### src/rtl/tt_sel_driver_if.sv
// Command, status and controller-select signals of tt_sel_driver.
// The master modport is the command issuer; the slave modport is the driver itself.
interface tt_sel_driver_if #(
    parameter int unsigned ADDR_W = 10
) ();

    logic              cmd_valid;
    logic              cmd_ready;
    logic [ADDR_W-1:0] cmd_addr;
    logic              cmd_ena;
    logic              cmd_force;
    logic              done;
    logic              busy;
    logic [ADDR_W-1:0] cur_addr;
    logic              cur_valid;
    logic              ctrl_sel_rst_n;
    logic              ctrl_sel_inc;
    logic              ctrl_ena;

    modport master (
        output cmd_valid,
        output cmd_addr,
        output cmd_ena,
        output cmd_force,
        input  cmd_ready,
        input  done,
        input  busy,
        input  cur_addr,
        input  cur_valid,
        input  ctrl_sel_rst_n,
        input  ctrl_sel_inc,
        input  ctrl_ena
    );

    modport slave (
        input  cmd_valid,
        input  cmd_addr,
        input  cmd_ena,
        input  cmd_force,
        output cmd_ready,
        output done,
        output busy,
        output cur_addr,
        output cur_valid,
        output ctrl_sel_rst_n,
        output ctrl_sel_inc,
        output ctrl_ena
    );

endinterface

### src/rtl/tt_sel_driver.sv
// Initiator of the tt_ctrl design-select protocol: optional select reset, a train of
// increment pulses, then the final enable. Skips the reset when incrementing reaches the target.
module tt_sel_driver #(
    parameter int unsigned ADDR_W     = 10,
    parameter int unsigned GUARD      = 2,
    parameter int unsigned RST_CYCLES = 4,
    parameter int unsigned PULSE_W    = 2
) (
    input logic           clk,
    input logic           rst,
    tt_sel_driver_if.slave bus
);

    localparam int unsigned TMax0 = (GUARD > RST_CYCLES) ? GUARD : RST_CYCLES;
    localparam int unsigned TMax  = (TMax0 > PULSE_W) ? TMax0 : PULSE_W;
    localparam int unsigned TW    = (TMax > 1) ? $clog2(TMax) : 1;

    typedef enum logic [2:0] {
        StIdle,
        StDis,
        StRst,
        StGap,
        StIncHi,
        StIncLo,
        StFin
    } state_e;

    state_e r_state, w_state_d;

    logic [TW-1:0]     r_tmr, w_tmr_d;
    logic [ADDR_W-1:0] r_n, w_n_d;
    logic [ADDR_W-1:0] r_addr, w_addr_d;
    logic              r_ena, w_ena_d;
    logic              r_full, w_full_d;

    logic              r_cmd_ready, w_cmd_ready_d;
    logic              r_busy, w_busy_d;
    logic              r_done, w_done_d;
    logic [ADDR_W-1:0] r_cur_addr, w_cur_addr_d;
    logic              r_cur_valid, w_cur_valid_d;
    logic              r_rst_n, w_rst_n_d;
    logic              r_inc, w_inc_d;
    logic              r_ctrl_ena, w_ctrl_ena_d;

    logic              w_full_now;
    logic [ADDR_W-1:0] w_n_now;

    // A downward move cannot be reached by incrementing, so it forces a full reset.
    assign w_full_now = bus.cmd_force | ~r_cur_valid | (bus.cmd_addr < r_cur_addr);
    assign w_n_now    = w_full_now ? bus.cmd_addr : bus.cmd_addr - r_cur_addr;

    always_comb begin
        w_state_d = r_state;
        w_tmr_d   = r_tmr;
        w_n_d     = r_n;
        w_addr_d  = r_addr;
        w_ena_d   = r_ena;
        w_full_d  = r_full;

        unique case (r_state)
            StIdle: begin
                if (bus.cmd_valid) begin
                    w_addr_d  = bus.cmd_addr;
                    w_ena_d   = bus.cmd_ena;
                    w_full_d  = w_full_now;
                    w_n_d     = w_n_now;
                    w_tmr_d   = TW'(GUARD - 1);
                    w_state_d = StDis;
                end
            end
            StDis: begin
                if (r_tmr == '0) begin
                    if (r_full) begin
                        w_tmr_d   = TW'(RST_CYCLES - 1);
                        w_state_d = StRst;
                    end else if (r_n != '0) begin
                        w_tmr_d   = TW'(PULSE_W - 1);
                        w_state_d = StIncHi;
                    end else begin
                        w_state_d = StFin;
                    end
                end else begin
                    w_tmr_d = r_tmr - 1'b1;
                end
            end
            StRst: begin
                if (r_tmr == '0) begin
                    w_tmr_d   = TW'(PULSE_W - 1);
                    w_state_d = StGap;
                end else begin
                    w_tmr_d = r_tmr - 1'b1;
                end
            end
            StGap: begin
                if (r_tmr == '0) begin
                    w_tmr_d   = TW'(PULSE_W - 1);
                    w_state_d = (r_n != '0) ? StIncHi : StFin;
                end else begin
                    w_tmr_d = r_tmr - 1'b1;
                end
            end
            StIncHi: begin
                if (r_tmr == '0) begin
                    w_tmr_d   = TW'(PULSE_W - 1);
                    w_state_d = StIncLo;
                end else begin
                    w_tmr_d = r_tmr - 1'b1;
                end
            end
            StIncLo: begin
                if (r_tmr == '0) begin
                    w_n_d     = r_n - 1'b1;
                    w_tmr_d   = TW'(PULSE_W - 1);
                    w_state_d = (w_n_d != '0) ? StIncHi : StFin;
                end else begin
                    w_tmr_d = r_tmr - 1'b1;
                end
            end
            StFin: begin
                w_state_d = StIdle;
            end
            default: begin
                w_state_d = StIdle;
            end
        endcase
    end

    // Outputs are decoded from the next state so they appear in the cycle that state is held.
    always_comb begin
        w_cmd_ready_d = (w_state_d == StIdle);
        w_busy_d      = (w_state_d != StIdle);
        w_done_d      = (w_state_d == StFin);
        w_rst_n_d     = r_rst_n;
        w_inc_d       = 1'b0;
        w_ctrl_ena_d  = r_ctrl_ena;
        w_cur_valid_d = r_cur_valid;
        w_cur_addr_d  = r_cur_addr;

        unique case (w_state_d)
            StIdle: begin
            end
            StRst: begin
                w_rst_n_d     = 1'b0;
                w_cur_valid_d = 1'b0;
                w_ctrl_ena_d  = 1'b0;
            end
            StGap: begin
                w_rst_n_d    = 1'b1;
                w_ctrl_ena_d = 1'b0;
            end
            StIncHi: begin
                w_inc_d      = 1'b1;
                w_ctrl_ena_d = 1'b0;
            end
            StFin: begin
                w_ctrl_ena_d  = r_ena;
                w_cur_valid_d = 1'b1;
                w_cur_addr_d  = r_addr;
            end
            default: begin
                w_ctrl_ena_d = 1'b0;
            end
        endcase
    end

    always_ff @(posedge clk) begin
        if (rst) begin
            r_state     <= StIdle;
            r_tmr       <= '0;
            r_n         <= '0;
            r_addr      <= '0;
            r_ena       <= 1'b0;
            r_full      <= 1'b0;
            r_cmd_ready <= 1'b1;
            r_busy      <= 1'b0;
            r_done      <= 1'b0;
            r_cur_addr  <= '0;
            r_cur_valid <= 1'b0;
            r_rst_n     <= 1'b0;
            r_inc       <= 1'b0;
            r_ctrl_ena  <= 1'b0;
        end else begin
            r_state     <= w_state_d;
            r_tmr       <= w_tmr_d;
            r_n         <= w_n_d;
            r_addr      <= w_addr_d;
            r_ena       <= w_ena_d;
            r_full      <= w_full_d;
            r_cmd_ready <= w_cmd_ready_d;
            r_busy      <= w_busy_d;
            r_done      <= w_done_d;
            r_cur_addr  <= w_cur_addr_d;
            r_cur_valid <= w_cur_valid_d;
            r_rst_n     <= w_rst_n_d;
            r_inc       <= w_inc_d;
            r_ctrl_ena  <= w_ctrl_ena_d;
        end
    end

    assign bus.cmd_ready      = r_cmd_ready;
    assign bus.busy           = r_busy;
    assign bus.done           = r_done;
    assign bus.cur_addr       = r_cur_addr;
    assign bus.cur_valid      = r_cur_valid;
    assign bus.ctrl_sel_rst_n = r_rst_n;
    assign bus.ctrl_sel_inc   = r_inc;
    assign bus.ctrl_ena       = r_ctrl_ena;

endmodule

### src/flat_wrapper.sv
// flat-port wrapper written by rule: the top's interface ports become plain ports
module tt_sel_driver_flat 
#(
    parameter int unsigned ADDR_W     = 10,
    parameter int unsigned GUARD      = 2,
    parameter int unsigned RST_CYCLES = 4,
    parameter int unsigned PULSE_W    = 2
)
  (clk, rst, bus_cmd_valid, bus_cmd_addr, bus_cmd_ena, bus_cmd_force, bus_cmd_ready, bus_done, bus_busy, bus_cur_addr, bus_cur_valid, bus_ctrl_sel_rst_n, bus_ctrl_sel_inc, bus_ctrl_ena);
  tt_sel_driver_if #(.ADDR_W(ADDR_W)) bus_i ();
  input logic clk;
  input logic rst;
  input wire logic [$bits(bus_i.cmd_valid)-1:0] bus_cmd_valid;
  input wire logic [$bits(bus_i.cmd_addr)-1:0] bus_cmd_addr;
  input wire logic [$bits(bus_i.cmd_ena)-1:0] bus_cmd_ena;
  input wire logic [$bits(bus_i.cmd_force)-1:0] bus_cmd_force;
  output wire logic [$bits(bus_i.cmd_ready)-1:0] bus_cmd_ready;
  output wire logic [$bits(bus_i.done)-1:0] bus_done;
  output wire logic [$bits(bus_i.busy)-1:0] bus_busy;
  output wire logic [$bits(bus_i.cur_addr)-1:0] bus_cur_addr;
  output wire logic [$bits(bus_i.cur_valid)-1:0] bus_cur_valid;
  output wire logic [$bits(bus_i.ctrl_sel_rst_n)-1:0] bus_ctrl_sel_rst_n;
  output wire logic [$bits(bus_i.ctrl_sel_inc)-1:0] bus_ctrl_sel_inc;
  output wire logic [$bits(bus_i.ctrl_ena)-1:0] bus_ctrl_ena;
  assign bus_i.cmd_valid = bus_cmd_valid;
  assign bus_i.cmd_addr = bus_cmd_addr;
  assign bus_i.cmd_ena = bus_cmd_ena;
  assign bus_i.cmd_force = bus_cmd_force;
  assign bus_cmd_ready = bus_i.cmd_ready;
  assign bus_done = bus_i.done;
  assign bus_busy = bus_i.busy;
  assign bus_cur_addr = bus_i.cur_addr;
  assign bus_cur_valid = bus_i.cur_valid;
  assign bus_ctrl_sel_rst_n = bus_i.ctrl_sel_rst_n;
  assign bus_ctrl_sel_inc = bus_i.ctrl_sel_inc;
  assign bus_ctrl_ena = bus_i.ctrl_ena;
  tt_sel_driver #(.ADDR_W(ADDR_W), .GUARD(GUARD), .RST_CYCLES(RST_CYCLES), .PULSE_W(PULSE_W)) u_core (.clk(clk), .rst(rst), .bus(bus_i));
endmodule
### config.mk
export PLATFORM = sky130hd
export DESIGN_NAME = tt_sel_driver_flat
export DESIGN_NICKNAME = d
export VERILOG_FILES = /design/src/rtl/tt_sel_driver_if.sv /design/src/rtl/tt_sel_driver.sv /design/src/flat_wrapper.sv
export SDC_FILE = /design/constraint.sdc
export NUM_CORES = 1
export LEC_CHECK = 0
export CORE_AREA = 2 2 86 88
export CTS_CLUSTER_DIAMETER = 40
export DETAILED_ROUTE_END_ITERATION = 12
export DIE_AREA = 0 0 88 90
export PLACE_DENSITY = 0.66
export RECOVER_POWER = 25
export SLEW_MARGIN = 20
export SYNTH_ARGS = -nofsm -noshare
export SYNTH_HDL_FRONTEND = slang
export SYNTH_SLANG_ARGS = --single-unit
### constraint.sdc
create_clock -name clk -period 7 [get_ports clk]
set_input_delay 1.4 -clock clk [delete_from_list [all_inputs] [get_ports clk]]
set_output_delay 1.4 -clock clk [all_outputs]
set_load 0.1 [all_outputs]
---- Yosys cells after proc, flatten, opt, wreduce, memory -nomap -nowiden ----
Cells that the tools add are included.
operators by class
  equality and inequality tests ........... 12
  divide/modulo/power cells ............... 0
  shift operators ......................... 0
  muxes and demuxes ....................... 24
  $lt $le $gt $ge ......................... 1
  reduce and logical (&&, ||, !) cells .... 14
  multipliers ............................. 0
  bitwise logic cells ..................... 3
  add/subtract/negate cells ............... 3
operators by type and width
  kind                     count
  $mux W10                 3
  $mux W3                  7
  $pmux W10 S2             1
  $reduce_bool A10 Y1      2
  $pmux W3 S6              1
  $mux W2                  7
  $eq A3 B2 Y1 const B     4
  $eq A3 B3 Y1 const B     4
  $lt A10 B10 Y1           1
  $sub A10 B1 Y10 const B  1
  $sub A10 B10 Y10         1
  $logic_not A3 Y1         2
  $pmux W1 S2              3
  $pmux W2 S3              1
  $reduce_and A3 Y1        2
  $reduce_bool A2 Y1       3
  $reduce_bool A3 Y1       2
  $ne A4 B3 Y1 const B     1
  $reduce_or A4 Y1         1
  $eq A3 B1 Y1 const B     1
  $logic_not A2 Y1         1
  $ne A2 B1 Y1 const B     1
  $ne A2 B2 Y1 const B     1
  $or A1 B1 Y1             2
  4 further kinds          4
storage, ports and cells
  ROM bits ................................ 0
  bits in latches ......................... 0
  word-level logic and storage cells ...... 71
  output and inout port bits .............. 17
  memories ................................ 0
  bits in registers ....................... 44
  input port bits ......................... 15
  bits in writable memories ............... 0

---- Depth between registers and ports, before layout ----
Gate-level depths: netlist of run 1.
  word-level depth ........................ 7
  depth in mapped cells ................... 10
  gate-level depth less buffers ........... 9

---- Least setup slack after synthesis of run 1 ----
No wires, ideal clock.
  path kind ............................... input -> register
  start point ............................. input bus_cmd_addr[0]
  end point ............................... register u_core.r_n[1]
  arrival ................................. 3.410 ns
  buffers on the path ..................... 1
  required time ........................... 6.880 ns
  cell stages on the path ................. 10
  library setup time ...................... 0.120 ns
  setup slack ............................. 3.470 ns
  cells stage by stage .................... inv_1 ha_1 fa_1 nor2b_1 o31ai_1 a211oi_1 or2_2 clkbuf_1 nor3_1 o31a_1
between the ends
  longest elaborated chain between the ends .. 5
  elaborated cells on any way between the ends .. 6
  those cells by class .................... add/sub: 1; order compare: 1; mux: 3; bitwise: 1
RTL lines
  item                    line                  text
  start: declaration      flat_wrapper.sv:14    input wire logic [$bits(bus_i.cmd_addr)-1:0] bus_cmd_addr;
  $lt A10 B10 Y1          tt_sel_driver.sv:49   assign w_full_now = bus.cmd_force | ~r_cur_valid | (bus.cmd_addr < r_cur_addr);
  $or A1 B1 Y1            tt_sel_driver.sv:49
  $mux W10 (*)            tt_sel_driver.sv:50   assign w_n_now = w_full_now ? bus.cmd_addr : bus.cmd_addr - r_cur_addr;
  $mux W10 (*)            tt_sel_driver.sv:62   if (bus.cmd_valid) begin
  $pmux W10 S2 (*)        tt_sel_driver.sv:60   unique case (r_state)
  end signal: assignment  tt_sel_driver.sv:185  r_n <= w_n_d;
  end: declaration        tt_sel_driver.sv:31   logic [ADDR_W-1:0] r_n, w_n_d;
Every way passes the cells marked *; elsewhere a longest branch is shown, timed or not. The select of a mux whose other input is x is not followed.
A chain may end at the register's enable or synchronous reset.

---- Final worst setup path of run 1 ----
  start point ............................. input bus_cmd_addr[0]
  end point ............................... register u_core.r_n[3]
Same word-level chain as after synthesis.

==> impl_metrics.py, run 1 <==
metrics = {
    "place": {
        "dp.cells": 461,
        "hpwl_mm": 4.832,
        "place_ws_ns": 2.897,
        "gp_congestion": 0.8150,
        "port_buffers": 31,
    },
    "logic_synthesis": {
        "syn_inst": 350,
        "synth_warnings": 0,
        "synth.avg_cell_area_um2": 7.657,
        "synth_seq_cells": 44,
        "syn_area_um2": 2680,
        "synth_nets": 378,
        "async_flop_share": 0,
        "ys_types": 59,
        "ys.flop_type": "dfxtp_1",
        "synth_edf_count": 0,
        "synth_seq_area_share": 0.3287,
    },
    "cts": {
        "postCtsSetupRepairBufs": 0,
        "clk_latency_ns": 0.29,
        "cts_hold_repair.buffers": 0,
        "clkSinkCount": 44,
        "cts.repair.resized": 0,
        "clk_pin_slew_ns": 0.08,
        "root_buffer": "clkbuf_8",
        "numCtsBuffers": 5,
        "htreeDepth": 2,
        "cts_tree": "done",
        "clk_path_buf_depth": 2,
    },
    "routing": {
        "viasPerCell": 5.488,
        "first_pass_iters": 4,
        "first_iter_violations": 195,
        "vias": 2574,
        "ant_nets": 0,
        "wirelength_mm": 6.746,
        "drc": 0,
        "wl_per_cell_um": 14.38,
    },
    "floorplan": {
        "num_rows": 31,
        "coreArea_um2": 7020,
        "fp.dieW_um": 88,
        "initial_utilization": 0.3818,
        "io_pins": 32,
        "dieArea_um2": 7920,
        "die_h_um": 90,
    },
    "grt": {
        "use_met1": 0.2374,
        "grt_max_degree": 43,
        "grt_busiest_layer": "met2",
        "use_met3": 0.02663,
        "grt_pass1_wl_mm": 11.56,
        "grt_use_met2": 0.2904,
        "gr-total-overflow": 0,
        "antenna_found_initial": 0,
        "grt_pass1_vias": 2484,
        "grtUsageTotal": 0.1800,
    },
    "pwr": {
        "total_power_uw": 1132,
        "vdd_drop_max_mv": 0.2076,
        "powerDensity_nw_per_um2": 358.6,
        "leakagePower_uw": 0.001114,
    },
    "cells_and_area": {
        "n_antenna_cell": 0,
        "layout_common_cells": "44 x dfxtp_1, 38 x a21oi_1, 32 x nand2_1, 30 x clkdlybuf4s50_1",
        "area_growth_pct": 17.79,
        "drive_gt1_frac": 0.05676,
        "final_common_cell": "dfxtp_1",
        "instances_no_fill": 469,
        "finish.net_count": 397,
    },
    "job": {
        "max_cap_viol_count": 1,
    },
    "setup_path": {
        "crit_path_start_kind": "primary input",
        "ff2ff_path_depth": 8,
        "crit_path_end_kind": "flip-flop",
        "r2r-start": "u_core.r_n[1]",
        "r2r_slack_ns": 4.22,
        "crit_fanout": 10,
        "cp_data_arrival_time_ns": 3.96,
        "critPathKind": "primary input to flip-flop",
        "worstReg2RegEnd": "u_core.bus.cur_addr[2]",
        "required_ns": 7.11,
    },
    "sta": {
        "setup_slack_ns": 3.152,
        "slew_headroom": -0.2230,
        "worst_slew_pin_slew_ns": 1.834,
        "period_share": 0.5497,
        "post-route-min-period_ns": 3.848,
        "fmax_mhz": 259.9,
        "grt_setup_unrepaired": "no",
        "setup_viol": 0,
        "hold_viol": 0,
        "finClkSkew_ns": 0.005648,
        "drv_slew": 43,
        "setup-tns-final_ns": 0,
    },
    "hold_path": {
        "hp-start": "u_core.r_addr[2]",
        "hold_depth": 2,
        "whs_endpoint": "u_core.r_addr[2]",
        "hold_path_class": "flip-flop to flip-flop",
    },
    "status": {
        "outcome": "complete, but fails checks",
        "violations": "max-capacitance violations, max-slew violations",
    },
}
## cells in the mapped netlist (4+ instances only)
cell	count	area [µm²]
a21oi_1	38	190.2
a31oi_1	7	43.79
nand2_1	32	120.1
clkbuf_1	17	63.81
or3_1	6	37.54
nor2_1	23	86.33
o21ai_1	9	45.04
o22ai_1	5	31.28
nand3_1	18	90.09
nor4b_1	4	35.03
o21ai_0	24	120.1
dfxtp_1	44	880.8
nor3_1	11	55.05
ha_1	12	150.1
o21a_1	6	45.04
inv_1	19	71.32
nor2b_1	8	50.05
## critical path, stage by stage
cell and delay, ns:
clkdlybuf4s50_1 0.50, inv_1 0.05, ha_1 0.20, fa_1 0.38, nor2b_1 0.20, o31ai_1 0.15
a211oi_1 0.45, or2_2 0.31, mux2i_1 0.21, o22ai_1 0.09
## routing by layer
layer / up-vias / share of wire
li1: 1306 / -
met3: 13 / 0.041
met5: - / 0
met1: 1190 / 0.45
met4: 0 / 0.030
met2: 65 / 0.48
## power by group
group          internal (µW)  switching [µW]  leakage, µW
Sequential               302            73.7     0.000360
Clock                    106            84.0    0.0000552
Combinational            193             373     0.000699
Total                    601             531      0.00111
## through the flow
stage | hold slack (ns) | util | cell area (µm²)
final | 0.4612 | 0.4497 | 3157
after detailed placement | 0.4495 | 0.4349 | 3053
after CTS | 0.4614 | 0.4502 | 3161
after global routing | 0.4862 | 0.4497 | 3157
after global placement | 0.4425 | 0.4349 | 3053
after floorplan | 0.4365 | - | 2680
## flip-flops by register name, summed over array words and instances, names as in the netlist
register	cells
u_core.bus.busy	1
u_core.r_ena	1
u_core.bus.cmd_ready	1
u_core.bus.ctrl_sel_rst_n	1
u_core.bus.cur_valid	1
u_core.r_full	1
u_core.r_n	10
u_core.r_addr	10
u_core.bus.done	1
u_core.bus.cur_addr	10
u_core.bus.ctrl_ena	1
u_core.r_tmr	2
u_core.bus.ctrl_sel_inc	1
u_core.r_state	3
## layout make-up
class,count,area (µm²)
multi-input cells,265,1644
repair buffers,34,329.1
flip-flops and latches,44,880.8
fillers,699,3864
inverters,19,71.32
clock buffers,6,72.57
clock inverters,2,35.03
well taps,99,123.9
## logic make-up (layout without fill, tap and decap cells)
kind of cell             after synthesis  after routing  synth area share
AND/OR/NAND/NOR                      124            124            0.2409
AO/OA/AOI/OAI                        118            118            0.2717
adder cells (fa/ha/maj)               13             13           0.06349
buffers and inverters                 41             61           0.06022
multiplexers                           4              4           0.01541
XOR/XNOR                               6              6           0.01961
flip-flops                            44             44            0.3287
## worst max-delay path by stage
stage	startpoint	endpoint	slack [ns]	cells past startpoint
floorplan	bus_cmd_addr[0]	u_core.r_n[1]	3.47	10
global placement	bus_cmd_addr[0]	u_core.r_n[1]	2.98	10
detailed placement	bus_cmd_addr[0]	u_core.r_n[1]	2.90	10
CTS	bus_cmd_addr[0]	u_core.r_n[1]	3.21	10
global route	rst	u_core.r_n[7]	2.86	6
finish	bus_cmd_addr[0]	u_core.r_n[3]	3.15	10
(Power assumes the default switching activity.)
==> run 2: changes to the inputs <==
==> constraint.sdc (replaced) <==
create_clock -name clk -period 3.9 [get_ports clk]
set_input_delay 0.78 -clock clk [delete_from_list [all_inputs] [get_ports clk]]
set_output_delay 0.78 -clock clk [all_outputs]
set_load 0.1 [all_outputs]
==> run 2 against run 1 <==
The flow now finishes without violations; worst setup slack lost 2.4 ns; non-clock buffer count stayed put; routed wire length down 0.59%; clock skew down 0.0011 ns; global-route usage is 0.090 points lower; sequential share of layout area is essentially flat; critical path depth is the same; count of clock-buffer cells in the layout unchanged; worst hold slack about the same; total power increased by 79%.
==> impl_metrics.py, run 2 (synthesis results as in run 1) <==
metrics = {
    "status": {
        "outcome": "finished clean",
    },
    "cells_and_area": {
        "n_antenna_cell": 0,
        "final_common_cell": "dfxtp_1",
        "finalInstanceArea_um2": 3156,
        "utilization": 0.4495,
        "drive_gt1_frac": 0.05676,
        "area_growth_pct": 17.74,
        "finish.net_count": 397,
        "layout_common_cells": "44 x dfxtp_1, 38 x a21oi_1, 32 x nand2_1, 29 x clkdlybuf4s50_1",
    },
    "pwr": {
        "powerDensity_nw_per_um2": 641.5,
        "vdd_drop_max_mv": 0.3370,
        "leakagePower_uw": 0.001113,
    },
    "sta": {
        "setup-tns-final_ns": 0,
        "grt_setup_unrepaired": "no",
        "post-route-min-period_ns": 3.181,
        "slew_headroom": 0.2694,
        "worst_slew_pin_slew_ns": 1.089,
        "hold_viol": 0,
        "period_share": 0.8156,
        "fmax_mhz": 314.4,
        "setup_viol": 0,
        "drv_slew": 0,
        "finClkSkew_ns": 0.004552,
        "holdWs_ns": 0.4614,
    },
    "routing": {
        "drc": 0,
        "ant_nets": 0,
        "first_pass_iters": 4,
        "wirelength_mm": 6.706,
        "viasPerCell": 5.437,
        "vias": 2550,
        "first_iter_violations": 237,
        "wl_per_cell_um": 14.30,
    },
    "grt": {
        "grt_max_degree": 43,
        "grt_pass1_vias": 2444,
        "grtUsageTotal": 0.1791,
        "grt_pass1_wl_mm": 11.44,
        "gr-total-overflow": 0,
        "antenna_found_initial": 0,
    },
    "cts": {
        "clkSinkCount": 44,
        "cts_tree": "done",
        "clk_path_buf_depth": 2,
        "postCtsSetupRepairBufs": 0,
        "numCtsBuffers": 5,
        "htreeDepth": 2,
        "root_buffer": "clkbuf_8",
        "clk_latency_ns": 0.29,
        "clk_pin_slew_ns": 0.08,
        "cts_hold_repair.buffers": 0,
        "cts.repair.resized": 0,
    },
    "setup_path": {
        "cp_data_arrival_time_ns": 3.35,
        "crit_path_end_kind": "flip-flop",
        "r2r_slack_ns": 0.98,
        "critPathKind": "primary input to flip-flop",
        "required_ns": 4.07,
        "crit_fanout": 10,
        "crit_path_start_kind": "primary input",
    },
    "floorplan": {
        "dieArea_um2": 7920,
        "die_h_um": 90,
        "initial_utilization": 0.3818,
        "coreArea_um2": 7020,
        "fp.dieW_um": 88,
        "num_rows": 31,
        "io_pins": 32,
    },
    "hold_path": {
        "hold_path_class": "flip-flop to flip-flop",
    },
    "place": {
        "port_buffers": 31,
        "gp_congestion": 0.8149,
        "hpwl_mm": 4.789,
        "post_dp_cell_area_um2": 3053,
    },
    "job": {
        "max_cap_viol_count": 0,
    },
}
run 2: cell types whose count changed in the layout (fill, tap and decap cells not counted):
cell             change
dlygate4sd3_1        +1
nor3b_2              -1
clkdlybuf4s50_1      -1
clkbuf_1             -1
nor3b_1              +1
buf_4                +1
run 2: per-stage QoR:
step                      setup WS [ns]  total power, µW  cells
after global placement           0.5029             1680    461
final                            0.7192             2024    469
after detailed placement         0.4222             1690    461
after CTS                        0.7166             2035    469
after floorplan                  0.8609             1448    350
after global routing             0.5028             2173    469
run 2: cell type report:
cell class	instances	area, µm²
clock buffer	6	72.57
clock inverter	2	35.03
fill	692	3865
inverter	19	71.32
multi-input combinational	265	1639
sequential	44	880.8
tap	99	123.9
timing repair buffer	34	332.8
run 2: routing by layer:
| metal | routed length [µm] | track usage | vias to the layer above | part of all wire |
|---|---|---|---|---|
| met2 | 3270 | 0.2910 | 44 | 0.49 |
| li1 | - | - | 1305 | - |
| met4 | 96 | 0.06026 | 0 | 0.014 |
| met5 | 0 | 0 | - | 0 |
| met3 | 182 | 0.02938 | 7 | 0.027 |
| met1 | 3157 | 0.2381 | 1194 | 0.47 |
run 2: report_power, final:
| part | total [µW] | switching, µW | internal, µW | leakage (µW) |
|---|---|---|---|---|
| clock network | 341 | 151 | 190 | 0.0000552 |
| logic | 1010 | 666 | 345 | 0.000699 |
| registers | 672 | 131 | 541 | 0.000360 |
run 2: worst max-delay path, stage by stage:
cell and delay [ns]:
clkdlybuf4s50_1 0.50, inv_1 0.05, ha_1 0.20, fa_1 0.38
nor2b_1 0.20, o31ai_1 0.15, a211oi_1 0.45, or2_2 0.31
mux2i_1 0.23, o22ai_1 0.10
run 2: worst paths after layout:
check,cells past startpoint,start,to
worst max-delay path,10,bus_cmd_addr[0],u_core.r_n[3]
worst max register to register,6,u_core.r_state[0],u_core.bus.ctrl_ena
worst min-delay path,2,u_core.r_addr[6],u_core.r_addr[6]
worst min register to register,2,u_core.r_addr[6],u_core.r_addr[6]
